$ cat config.mk
export PLATFORM = sky130hd
export DESIGN_NAME = uart_rx
export DESIGN_NICKNAME = d
export VERILOG_FILES = /design/src/rtl/uart_rx.sv
export SDC_FILE = /design/constraint.sdc
export NUM_CORES = 1
export LEC_CHECK = 0
export CAP_MARGIN = 10
export CORE_ASPECT_RATIO = 0.5
export CORE_MARGIN = 10
export CORE_UTILIZATION = 35
export DETAILED_ROUTE_END_ITERATION = 12
export PLACE_DENSITY = 0.6
export SLEW_MARGIN = 0
export SYNTH_ARGS = -nofsm -noshare
export SYNTH_HDL_FRONTEND = slang
export SYNTH_SLANG_ARGS = --single-unit
$ cat constraint.sdc
create_clock -name clk -period 5.6 [get_ports clk]
set_input_delay 0.84 -clock clk [delete_from_list [all_inputs] [get_ports clk]]
set_output_delay 0.84 -clock clk [all_outputs]
set_load 0.02 [all_outputs]
$ cat src/rtl/uart_rx.sv
// uart_rx: 8N1 serial receiver (LSB first, idle-high line) with a one-byte ready/read
// handshake and sticky overrun / framing-error flags. Define UART_RX_SYNC_EN for an async rx.
module uart_rx #(
   parameter int CLK_FREQ  = 50_000_000,
   parameter int BAUD_RATE = 9600
) (
   input  logic       clk,
   input  logic       rst,
   input  logic       rx,
   output logic [7:0] data,
   output logic       data_ready,
   input  logic       data_read,
   output logic       overrun,
   output logic       framing_err
);

   localparam int CLKS_PER_BIT = CLK_FREQ / BAUD_RATE;
   localparam int HALF_BIT     = CLKS_PER_BIT / 2;
   localparam int TICK_W       = $clog2(CLKS_PER_BIT + 1);

   localparam logic [TICK_W-1:0] TICK_ONE  = TICK_W'(1);
   localparam logic [TICK_W-1:0] TICK_HALF = TICK_W'(HALF_BIT);
   localparam logic [TICK_W-1:0] TICK_FULL = TICK_W'(CLKS_PER_BIT);

   generate
      if (CLKS_PER_BIT < 2) begin : g_bad_baud
         $error("uart_rx: CLK_FREQ / BAUD_RATE must be at least 2");
      end
   endgenerate

   logic rx_s;

`ifdef UART_RX_SYNC_EN
   logic [1:0] sync_reg;

   always_ff @(posedge clk) begin
      if (rst) begin
         sync_reg <= 2'b11;
      end else begin
         sync_reg <= {sync_reg[0], rx};
      end
   end

   assign rx_s = sync_reg[1];
`else
   assign rx_s = rx;
`endif

   typedef enum logic [2:0] {
      WAIT_IDLE,
      IDLE,
      START,
      DATA,
      STOP
   } state_t;

   state_t            state_reg,   state_next;
   logic [TICK_W-1:0] tick_reg,    tick_next;
   logic [2:0]        bit_reg,     bit_next;
   logic [7:0]        shift_reg,   shift_next;
   logic              commit_reg,  commit_next;
   logic              ferr_evt_reg, ferr_evt_next;
   logic [7:0]        data_reg,    data_next;
   logic              ready_reg,   ready_next;
   logic              overrun_reg, overrun_next;
   logic              ferr_reg,    ferr_next;

   always_ff @(posedge clk) begin
      if (rst) begin
         state_reg    <= WAIT_IDLE;
         tick_reg     <= '0;
         bit_reg      <= '0;
         shift_reg    <= '0;
         commit_reg   <= 1'b0;
         ferr_evt_reg <= 1'b0;
         data_reg     <= '0;
         ready_reg    <= 1'b0;
         overrun_reg  <= 1'b0;
         ferr_reg     <= 1'b0;
      end else begin
         state_reg    <= state_next;
         tick_reg     <= tick_next;
         bit_reg      <= bit_next;
         shift_reg    <= shift_next;
         commit_reg   <= commit_next;
         ferr_evt_reg <= ferr_evt_next;
         data_reg     <= data_next;
         ready_reg    <= ready_next;
         overrun_reg  <= overrun_next;
         ferr_reg     <= ferr_next;
      end
   end

   // Frame sequencing: tick counts clocks since the last sample point.
   always_comb begin
      state_next    = state_reg;
      tick_next     = tick_reg;
      bit_next      = bit_reg;
      shift_next    = shift_reg;
      commit_next   = 1'b0;
      ferr_evt_next = 1'b0;

      case (state_reg)
         WAIT_IDLE: begin
            if (rx_s) begin
               state_next = IDLE;
            end
         end
         IDLE: begin
            if (!rx_s) begin
               tick_next  = TICK_ONE;
               state_next = START;
            end
         end
         START: begin
            if (tick_reg == TICK_HALF) begin
               if (!rx_s) begin
                  state_next = DATA;
                  tick_next  = TICK_ONE;
                  bit_next   = 3'd0;
               end else begin
                  state_next = IDLE;
               end
            end else begin
               tick_next = tick_reg + TICK_ONE;
            end
         end
         DATA: begin
            if (tick_reg == TICK_FULL) begin
               shift_next[bit_reg] = rx_s;
               tick_next           = TICK_ONE;
               bit_next            = bit_reg + 3'd1;
               if (bit_reg == 3'd7) begin
                  state_next = STOP;
               end
            end else begin
               tick_next = tick_reg + TICK_ONE;
            end
         end
         STOP: begin
            if (tick_reg == TICK_FULL) begin
               if (rx_s) begin
                  commit_next = 1'b1;
                  state_next  = IDLE;
               end else begin
                  ferr_evt_next = 1'b1;
                  state_next    = WAIT_IDLE;
               end
            end else begin
               tick_next = tick_reg + TICK_ONE;
            end
         end
         default: begin
            state_next = WAIT_IDLE;
         end
      endcase
   end

   // Host-side holding register; a new byte always wins over an unread one.
   always_comb begin
      data_next    = data_reg;
      ready_next   = ready_reg;
      overrun_next = overrun_reg;
      ferr_next    = ferr_reg;

      if (commit_reg) begin
         data_next    = shift_reg;
         ready_next   = 1'b1;
         overrun_next = data_read ? 1'b0 : (overrun_reg | ready_reg);
      end else if (data_read) begin
         ready_next   = 1'b0;
         overrun_next = 1'b0;
      end

      if (ferr_evt_reg) begin
         ferr_next = 1'b1;
      end else if (data_read) begin
         ferr_next = 1'b0;
      end
   end

   assign data        = data_reg;
   assign data_ready  = ready_reg;
   assign overrun     = overrun_reg;
   assign framing_err = ferr_reg;

endmodule

-- Yosys cells after proc, flatten, opt, wreduce, memory -nomap -nowiden
Cells that the tools add are included.
- register bits: 40
- bits in latches: 0
- memory bits (writable): 0
- bits in read-only memories: 0
- bits of input ports: 4
- output and inout bits: 11
- word-level logic and storage cells: 71
- memories: 0
- add/subtract/negate cells: 2
- $mul: 0
- divide/modulo/power cells: 0
- order comparisons: 2
- equality and inequality tests: 15
- shift-type cells: 0
- mux-type cells: 28
- bitwise logic cells: 3
- reductions and logical operators: 11
- operators with widths (operator ; number):
    13-bit 2-to-1 mux ; 4
    13-bit case mux with 4 select lines ; 1
    3-bit 2-to-1 mux ; 9
    2-bit != test, second input constant ; 8
    3-bit case mux with 5 select lines ; 1
    13-bit by 1-bit adder with 13-bit output, second input constant ; 1
    13-bit by 12-bit == test with 1-bit output, second input constant ; 1
    13-bit == test, second input constant ; 1
    1-bit 2-to-1 mux ; 9
    8-bit bitwise mux ; 1
    3-bit by 2-bit == test with 1-bit output, second input constant ; 2
    3-bit == test, second input constant ; 2
    3-bit case mux with 2 select lines ; 1
    6-bit AND reduction ; 1
    2-bit nonzero test ; 3
    3-bit by 4-bit less-than comparator with 1-bit output, second input constant ; 1
    2-bit AND reduction ; 2
    4-bit AND reduction ; 1
    4-bit nonzero test ; 1
    3-bit by 1-bit adder with 3-bit output, second input constant ; 1
    1-bit demux with 3-bit select ; 1
    3-bit by 1-bit == test with 1-bit output, second input constant ; 1
    3-bit by 1-bit >= comparator with 1-bit output, second input constant ; 1
    3-bit zero test ; 1
    5 further kinds ; 6

-- Logic depth before layout (Yosys ltp)
- word-level depth: 5
- depth in mapped cells: 9
- depth with buffers taken out: 8

-- Worst setup path after synthesis
Ideal clock, no wire load.
- path kind: register to register
- from: reg tick_reg[0]
- to: reg tick_reg[6]
- library setup time: 0.074 ns
- arrival: 1.956 ns
- required time: 5.526 ns
- path slack: 3.569 ns
- stages on the path, launching flop included: 10
- path buffers: 1
- period minus slack after synthesis: 2.031 ns
- path through: dfxtp_1 inv_1 ha_1 and4bb_2 nand3_1 nand3_1 a21oi_1 buf_2 nand2_1 a31oi_1
- cells in the longest elaborated chain, start to end: 3
- elaborated cells on any way between the ends: 9
- those cells by class: add/sub (1); eq/ne (3); mux (4); reduce/logical (1)
- ends and longest elaborated chain (item ; line ; RTL):
    start: declaration ; 58 ; logic [TICK_W-1:0] tick_reg, tick_next;
    start signal: assignment ; 82 ; tick_reg <= tick_next;
    13-bit by 1-bit adder with 13-bit output, or another cell as far along ; 125, 137, 150 ;
    13-bit 2-to-1 mux, or another cell as far along ; 141 ; if (tick_reg == TICK_FULL) begin
    13-bit case mux with 4 select lines or 2-bit AND reduction (tied branches) ; -- ;
Parallel ways exist; a longest one is shown, timed or not. The select of a mux whose other input is x is not followed.
A chain may end at the register's enable or synchronous reset.

-- Final worst setup path
- from: in rx
- to: reg tick_reg[8]
- cells in the longest elaborated chain, start to end: 3
- ends and longest elaborated chain (item ; line ; RTL):
    start: declaration ; 9 ; input logic rx,
    13-bit 2-to-1 mux * ; -- ;
    13-bit 2-to-1 mux ; -- ;
    13-bit case mux with 4 select lines * ; -- ;
Mark *: on every way between the ends. The rest lies on a longest branch, timed or not.

==> run metrics <==
worst-path cell chain=clkdlybuf4s50_1 > inv_1 > or3_4 > a21oi_4 > inv_2 > a31oi_1; met1 Usage GRT=11.80%; DRT Wirelength=slightly below 4 mm; drt wl/cell=13.27 um; P per Cell Area=roughly 310 nW/um2; TritonCTS clock tree=done; fin crit period=approximately 2.5 ns; critical path class=in2reg; Initial Util=37.36%; area share of the leading cell type in the synthesized netlist=42.30%; area of the multi-input gates=just over 1000 um2; leading area contributor after synthesis=dfxtp_1; Chip Width=124.0 um; ratio of cells with drive above 1 in the final layout=7.456%; Reg clk slew, reported paths=0.07 ns; first-pass GRT wire length=6.789 mm; ys flop type=dfxtp_1; maximum vdd drop=between 0.1 and 0.15 mV; Pleak=0.0008058 uW; initial antenna violation count=0; vias=~1.6k; worst r2r path cells=9; synth unique cells=42; clk root buf=clkbuf_8; Rows=18; Nets=approximately 240; H-tree Lvls=2; dpl ws=between 2 and 3 ns; First DRT Iteration DRCs=68; DRT Pass-1 Iters=4; clock tree sinks=40; final cell count without fillers=about 300; cell depth of the worst min-delay path=2; dpl cells=289; # DRC=0; net switching power=~200 uW; Net Count, Synth=220; Slew headroom=62.90%; Tightest Pin Transition=0.5557 ns; power share of the clock group=a little over a third; hold crit path type=reg2reg; Worst setup SP type=input pin; Post-CTS Setup Bufs=0; fin util=43.93%; met2 Resource Use GR=14.38%; Antenna Nets Post-Route=0; register area=800.8 um2; Fillers=491; Slowest cell on crit path=clkdlybuf4s50_1; Mapped Area=1893 um2; DP HPWL=2.764 mm; vias per cell=5.265; busiest grt layer=met2; Comb power frac=18.4%; Total GRT Usage=9.214%; ys async rst share=0%; Int Power=496.7 uW; setup violators final=0; I/O Buffers=14; core area=between 5000 and 6000 um2; Tcrit/Tclk final=between 40 and 50%; Largest stage delay, worst path=0.78 ns; Synth Instances=212; sequential fraction of the synthesis area=42.30%; Area Overhead vs Synth=17.58%; Seq cells post-synth=40; total chip power=695.2 uW; hold bufs inserted after CTS=0; Final GP Congestion=0.8586; CTS Buffer Depth=2; die height=72.01 um; Peak Freq=400.6 MHz; Critical Path End Type=flip-flop; CP max FO=13; die area=8929 um2; met3 Track Usage GR=2.780%; Ports=15; Synth Warn #=0; Fin Clk Skew=between 0.01 and 0.015 ns; Post-CTS Resized=0; syn avg cell area=8.930 um2; Worst Path Arrival=roughly 2.7 ns; Hold Fails Final Rpt=0; Setup TNS=0 ns; vias in the first global route=between 1k and 1.5k; Net Sw Frac=28.55%; Post-synth EDFFs=0; largest net degree at the start of global routing=35; final max-slew violation count=0; max reg flops=13; max cap viols=0; Antenna diodes=0; Sequential Power Share=46.4%; largest cells by area after synthesis=dfxtp_1 (42%), mux2i_1 (8.5%), a21oi_1 (5.0%); grt total ovfl=0; worst setup margin=between 3 and 4 ns; Num CTS Buffers=5; outcome=complete, no violations; unrepaired setup endpoints after global routing=no; CP required=5.82 ns; Clk Latency, worst-skew pair=around 0.29 ns
-- per-stage QoR --
step	area [um2]	hold slack, ns
after detailed placement	2097	0.4389
after CTS	2218	0.4553
final	2226	0.4462
after global routing	2226	0.4956
after floorplan	1893	0.4130
after global placement	2097	0.4432
-- logic make-up after synthesis --
kind of cell	after synthesis	synth area share [%]
mux	16	8.460
simple gates	88	26.70
flops	40	42.30
buf+inv	15	3.040
xor+xnor	4	1.851
compound gates	45	15.00
fa+ha+maj	4	2.644
-- worst paths after layout --
kind | startpoint | end | slack [ns]
min | ferr_evt_reg | framing_err | 0.45
max | rx | tick_reg[8] | 3.10
min reg2reg | ferr_evt_reg | framing_err | 0.45
max reg2reg | tick_reg[0] | tick_reg[6] | 3.27
-- routing by layer --
| layer | share of wire (%) | up-vias | wire length, um |
|---|---|---|---|
| met3 | 5.1 | 5 | 201 |
| met4 | 1.2 | 0 | 49 |
| li1 | - | 808 | - |
| met5 | 0 | - | 0 |
| met1 | 50 | 723 | 1976 |
| met2 | 44 | 33 | 1729 |
-- critical path, delay by kind of cell --
kind | cells | cell delay, ns
compound gates | 2 | 0.38
buf+inv | 3 | 1.06
simple gates | 1 | 0.44
-- cells in the final DEF, fill, tap and decap left out, types with 3 or more instances in the layout --
master | synthesis | final
a21oi_1 | 19 | 19
xnor2_1 | 3 | 3
and3_1 | 7 | 7
nand3b_1 | 4 | 4
dfxtp_1 | 40 | 40
o21ai_0 | 3 | 3
mux2i_1 | 16 | 16
a211o_1 | 3 | 3
nand4_1 | 4 | 4
nand4bb_1 | 4 | 4
inv_1 | 6 | 6
nand2b_1 | 5 | 5
nand2_1 | 13 | 13
clkbuf_8 | 0 | 6
ha_1 | 4 | 4
a31oi_1 | 9 | 9
nor2_1 | 23 | 23
clkdlybuf4s50_1 | 0 | 14
nand3_1 | 13 | 13
-- Yosys cell counts (all sizes together), types with 3 or more instances --
cell	n
nand3	13
xnor2	3
inv	7
nor3	3
nand4	4
a31oi	9
ha	4
buf	3
o21ai	4
and3	7
nand4bb	4
nand2b	5
clkbuf	5
nor2	23
nand3b	4
dfxtp	40
a21oi	20
a211o	3
mux2i	16
nand2	13
-- layout make-up --
class	count	share of cell area (%)
multi-input combinational	157	46.49
sequential	40	35.98
timing repair buffer	16	6.970
tap	70	3.935
clock buffer	6	3.710
clock inverter	2	1.743
inverter	7	1.180
-- power by group through the flow --
stage	Clock, uW	Combinational, uW	Sequential [uW]
floorplan	0	112	313
global placement	0	123	328
detailed placement	0	125	328
CTS	252	127	322
global route	270	147	325
finish	244	128	323
No activity file was read; power rests on OpenSTA's default activity.
